===== config.mk =====
export PLATFORM = sky130hd
export DESIGN_NAME = branch_predict_ctrl
export DESIGN_NICKNAME = d
export VERILOG_FILES = /design/src/rtl/bpc_pkg.sv /design/src/rtl/bpc_inflight_fifo.sv /design/src/rtl/branch_predict_ctrl.sv
export SDC_FILE = /design/constraint.sdc
export NUM_CORES = 1
export LEC_CHECK = 0
export ABC_CLOCK_PERIOD_IN_PS = 8800
export BUFFER_PORTS_ARGS = -buffer_cell sky130_fd_sc_hd__buf_2
export CAP_MARGIN = 20
export CORE_MARGIN = 2
export CORE_UTILIZATION = 54
export DETAILED_ROUTE_END_ITERATION = 12
export GPL_ROUTABILITY_DRIVEN = 0
export PLACE_DENSITY = 0.81
export SYNTH_ARGS = -nofsm -noshare
export SYNTH_HDL_FRONTEND = slang
export SYNTH_HIERARCHICAL = 1
export SYNTH_SLANG_ARGS = --single-unit

===== constraint.sdc =====
create_clock -name clk -period 8.8 [get_ports clk]
set_input_delay 0.88 -clock clk [delete_from_list [all_inputs] [get_ports clk]]
set_output_delay 0.88 -clock clk [all_outputs]
set_load 0.01 [all_outputs]

===== src/rtl/bpc_pkg.sv =====
// Shared types and helpers for the 2-bit saturating branch predictor.
// Purely declarative: no state, no latency, no flow control.
// Counter encoding: 0 strongly taken .. 3 strongly not taken.
package bpc_pkg;

  localparam int BPC_IDX_W_MAX = 16;

  typedef logic [1:0] bp_cnt_t;

  localparam bp_cnt_t BP_ST = 2'd0;
  localparam bp_cnt_t BP_WT = 2'd1;
  localparam bp_cnt_t BP_WN = 2'd2;
  localparam bp_cnt_t BP_SN = 2'd3;

  // idx is sized for the widest supported table; narrower tables zero-extend.
  typedef struct packed {
    logic [BPC_IDX_W_MAX-1:0] idx;
    logic                     pred;
  } bpc_entry_t;

  function automatic bp_cnt_t bp_next(input bp_cnt_t cur, input logic taken);
    bp_cnt_t nxt;
    if (taken) nxt = (cur == BP_ST) ? BP_ST : cur - 2'd1;
    else       nxt = (cur == BP_SN) ? BP_SN : cur + 2'd1;
    return nxt;
  endfunction

  function automatic logic bp_taken(input bp_cnt_t cur);
    return (cur == BP_ST) || (cur == BP_WT);
  endfunction

endpackage


===== src/rtl/bpc_inflight_fifo.sv =====
// In-flight prediction FIFO with synchronous clear.
// Latency: a push is visible at the head one cycle later; head read is combinational.
// Backpressure: full is reported to the caller; pushes while full or during clear are dropped.
module bpc_inflight_fifo
  import bpc_pkg::*;
#(
  parameter int DEPTH = 4
) (
  input  logic       clk,
  input  logic       reset,
  input  logic       push,
  input  logic       pop,
  input  logic       clear,
  input  bpc_entry_t wr_dat,
  output bpc_entry_t rd_dat,
  output logic       full,
  output logic       empty
);

  localparam int PW = $clog2(DEPTH);

  bpc_entry_t      mem [DEPTH];
  logic [PW-1:0]   wr_ptr;
  logic [PW-1:0]   rd_ptr;
  logic [PW:0]     cnt;
  logic            push_vld;
  logic            pop_vld;

  assign full     = (cnt == (PW+1)'(DEPTH));
  assign empty    = (cnt == '0);
  assign push_vld = push && !full && !clear;
  assign pop_vld  = pop && !empty;
  assign rd_dat   = mem[rd_ptr];

  // Power-of-two depth lets the pointers wrap naturally.
  always_ff @(posedge clk or negedge reset) begin
    if (!reset) begin
      wr_ptr <= '0;
      rd_ptr <= '0;
      cnt    <= '0;
    end else if (clear) begin
      wr_ptr <= '0;
      rd_ptr <= '0;
      cnt    <= '0;
    end else begin
      if (push_vld) wr_ptr <= wr_ptr + 1'b1;
      if (pop_vld)  rd_ptr <= rd_ptr + 1'b1;
      cnt <= cnt + (PW+1)'(push_vld) - (PW+1)'(pop_vld);
    end
  end

  always_ff @(posedge clk) begin
    if (push_vld) mem[wr_ptr] <= wr_dat;
  end

endmodule


===== src/rtl/branch_predict_ctrl.sv =====
// 2-bit PHT branch predictor: fetch query, in-order resolve, flush on mispredict. BPC_GSHARE_EN adds gshare GHR.
// Latency: prediction is combinational; PHT, counters and FIFO update on the resolving edge.
// Backpressure: if_stall holds fetch while the in-flight FIFO is full; a same-cycle pop does not release it.
module branch_predict_ctrl
  import bpc_pkg::*;
#(
  parameter int PHT_IDX_W  = 5,
  parameter int FIFO_DEPTH = 4,
  parameter int CNT_W      = 32
) (
  input  logic             clk,
  input  logic             reset,
  input  logic             if_valid,
  input  logic             if_is_branch,
  input  logic [31:0]      if_pc,
  output logic             if_predict_taken,
  output logic             if_stall,
  input  logic             ex_resolve_valid,
  input  logic             ex_is_taken,
  output logic             ex_mispredict,
  output logic [CNT_W-1:0] branch_count,
  output logic [CNT_W-1:0] mispredict_count,
  output logic             resolve_err
);

  localparam int PHT_N = 1 << PHT_IDX_W;

  bp_cnt_t              pht [PHT_N];
  logic [PHT_IDX_W-1:0] fetch_idx;
  logic [PHT_IDX_W-1:0] head_idx;
  bpc_entry_t           push_ent;
  bpc_entry_t           head;
  logic                 fifo_empty;
  logic                 push_vld;
  logic                 pop_vld;
  logic                 unused_bits;

`ifdef BPC_GSHARE_EN
  logic [PHT_IDX_W-1:0] ghr;

  assign fetch_idx = if_pc[PHT_IDX_W+1:2] ^ ghr;

  // History only advances on resolved branches, so no speculative repair is needed.
  always_ff @(posedge clk or negedge reset) begin
    if (!reset)       ghr <= '0;
    else if (pop_vld) ghr <= {ghr[PHT_IDX_W-2:0], ex_is_taken};
  end
`else
  assign fetch_idx = if_pc[PHT_IDX_W+1:2];
`endif

  assign head_idx         = head.idx[PHT_IDX_W-1:0];
  assign unused_bits      = ^{if_pc[31:PHT_IDX_W+2], if_pc[1:0], head.idx >> PHT_IDX_W};
  assign if_predict_taken = bp_taken(pht[fetch_idx]);
  assign pop_vld          = ex_resolve_valid && !fifo_empty;
  assign ex_mispredict    = pop_vld && (head.pred != ex_is_taken);
  assign push_vld         = if_valid && if_is_branch && !if_stall && !ex_mispredict;
  assign push_ent         = '{idx: BPC_IDX_W_MAX'(fetch_idx), pred: if_predict_taken};

  bpc_inflight_fifo #(
    .DEPTH (FIFO_DEPTH)
  ) u_fifo (
    .clk    (clk),
    .reset  (reset),
    .push   (push_vld),
    .pop    (pop_vld),
    .clear  (ex_mispredict),
    .wr_dat (push_ent),
    .rd_dat (head),
    .full   (if_stall),
    .empty  (fifo_empty)
  );

  always_ff @(posedge clk or negedge reset) begin
    if (!reset) begin
      for (int i = 0; i < PHT_N; i++) pht[i] <= BP_ST;
    end else if (pop_vld) begin
      pht[head_idx] <= bp_next(pht[head_idx], ex_is_taken);
    end
  end

  always_ff @(posedge clk or negedge reset) begin
    if (!reset) begin
      branch_count     <= '0;
      mispredict_count <= '0;
      resolve_err      <= 1'b0;
    end else begin
      if (pop_vld && branch_count != '1)
        branch_count <= branch_count + 1'b1;
      if (ex_mispredict && mispredict_count != '1)
        mispredict_count <= mispredict_count + 1'b1;
      if (ex_resolve_valid && fifo_empty)
        resolve_err <= 1'b1;
    end
  end

endmodule


==> results by group <==
Run status
  – Outcome: finished clean

Finish
  – Layout cells sized above 1: 28.6%
  – Layout Utilization: 62.2%
  – Ant diodes: 0
  – Nets: 748
  – Fill cells: 1084
  – Area grow syn2layout: 13.4%

Setup path
  – Critical path startpoint category: flop
  – Critical path data arrival time: 4220 ps
  – CP max FO: 11
  – CP Data Required Time: 9100 ps
  – CP top delay family: simple AND/OR/NAND/NOR gates
  – Crit path largest cell delay: 460 ps
  – Worst path cell trace: nor3_1 > nand2b_1 > clkinv_1 > nand2_1 > inv_1 > nor3_1 > inv_1 > nor3_1 > ha_1 > inv_1 > fa_1 > xnor2_1 > nor2_1
  – Worst setup EP type: flop
  – Worst path slowest cell: dfrtp_1
  – Crit Path Class: flop to flop
  – Buf/Inv on CP: 4

Global route
  – Pin count of the biggest net entering global routing: 88
  – Initial antenna violation count: 0
  – Grt ovf: 0
  – Vias in the first global route: 5535
  – All-Layer GR Usage: 22.4%
  – First-pass GRT wire length: 27800 um

Routing
  – Met3 WL: 1160 um
  – Vias/cell: 5.95
  – Drt pass-1 iters: 5
  – Wire length per cell: 18.9 um
  – DRC viols: 0
  – Via count: 5339
  – Met1 Routed Length: 7160 um
  – Max Used Layer: met4
  – Remaining antenna violation count after routing: 0
  – Iteration-0 DRC Markers: 382
  – Met2 wire len: 8340 um
  – Final WL: 17000 um

Timing
  – Worst Max-Slew Pin Slew: 951 ps
  – Setup Viol. Count Final: 0
  – Clock skew: 9.66 ps
  – Fin crit share: 44.5%
  – Slew Limit Fails: 0
  – Endpoints failing hold: 0
  – Final worst path period need: 3920 ps
  – Worst slew margin: 35.8%
  – Unrepaired setup endpoints after global routing: no
  – Fmax: 0.255 GHz
  – Total negative slack: 0 ps

Logic synthesis
  – Synth Net Count: 670
  – Post-Synthesis Cells: 623
  – Syn_area_per_cell: 12.6 um^2
  – Synthesis Warnings: 6
  – Mapped Area: 7880 um^2

Place
  – IO buf count: 78
  – Hpwl dp: 11600 um

Die
  – Die extent in y: 125 um
  – I/O Pins: 106
  – Overall die area: 15600 um^2
  – Width of the die: 125 um
  – FP Rows: 44
  – Initial Utilization: 54.8%
  – Core ar.: 14400 um^2

Clock tree
  – # H-tree levels: 4
  – Post-CTS setup buffers: 0
  – Post-CTS sizing: 0
  – Clk slew on worst S/H paths: 60 ps
  – Total CTS buffers: 17
  – Hold_buf cts: 0
  – Root Buffer: clkbuf_16
  – CTS Buffer Depth: 2
  – CTS tree: done
  – Sink Count: 160
  – Worst skew pair latency: 430 ps

Run
  – Max Cap Viol: 0

Worst hold path
  – Hold/Removal Path Class: flop to flop

Power
  – Total leakage power: 4.10 nW
  – Power Density: 291 nW/um^2
  – Worst VDD drop: 0.160 mV
-- metrics by stage --
stage / setup slack (ps) / cells / total power, mW / cell area, um^2 / hold WS (ps)
5_1_grt: 4530 / 898 / 2.72 / 8930 / 492
3_5_place_dp: 4640 / 864 / 1.87 / 8340 / 456
6_report: 4880 / 898 / 2.60 / 8930 / 460
2_1_floorplan: 5260 / 623 / 1.69 / 7880 / 479
3_3_place_gp: 4780 / 864 / 1.81 / 8340 / 438
4_1_cts: 4620 / 896 / 2.57 / 8900 / 469
-- registers in the layout, indices dropped and copies added, names as in the netlist --
signal / flops
u_fifo/rd_ptr: 2
mispredict_count: 32
u_fifo/cnt: 3
pht: 64
u_fifo/wr_ptr: 2
u_fifo/mem: 24
branch_count: 32
resolve_err: 1
-- placed cells by master, fill, tap and decap left out, types with 16 or more instances in the layout --
| master | n |
|---|---|
| dfrtp_1 | 136 |
| buf_2 | 77 |
| mux2_2 | 50 |
| nand2_1 | 47 |
| nor2_1 | 44 |
| xnor2_1 | 43 |
| mux2i_1 | 34 |
| nand3_1 | 24 |
| edfxtp_1 | 24 |
| xor2_1 | 21 |
| clkbuf_16 | 18 |
| o22ai_1 | 16 |
| mux2_4 | 16 |
-- report_power, final --
part | switching, mW | internal [mW] | total, mW
registers | 0.145 | 0.921 | 1.07
clock network | 0.290 | 0.411 | 0.701
logic | 0.448 | 0.382 | 0.829
-- final timing paths --
check	endpoint	slack, ps	start	cells after the start
max in group asynchronous	u_fifo/wr_ptr[0]	7170	reset	2
worst max register to register	u_fifo/cnt[2]	4880	u_fifo/cnt[1]	13
min in group asynchronous	branch_count[8]	500	reset	1
worst min-delay path	resolve_err	460	resolve_err	1
worst min register to register	resolve_err	460	resolve_err	1
worst max-delay path	u_fifo/cnt[2]	4880	u_fifo/cnt[1]	13
-- area by class of cell --
class,count,area (um^2),share of cell area (%)
timing repair buffer,81,435,4.87
tap,184,230,2.58
multi-input combinational,428,3530,39.6
clock inverter,10,85.1,0.953
clock buffer,22,475,5.32
sequential,160,4120,46.2
inverter,13,48.8,0.546
-- routing by layer --
layer  up-vias  GRT usage (%)
met5         -              0
met4         0           8.79
met3        31           6.10
met2       208           36.2
met1      2694           28.9
li1       2406              -
No activity file was read; power rests on OpenSTA's default activity.
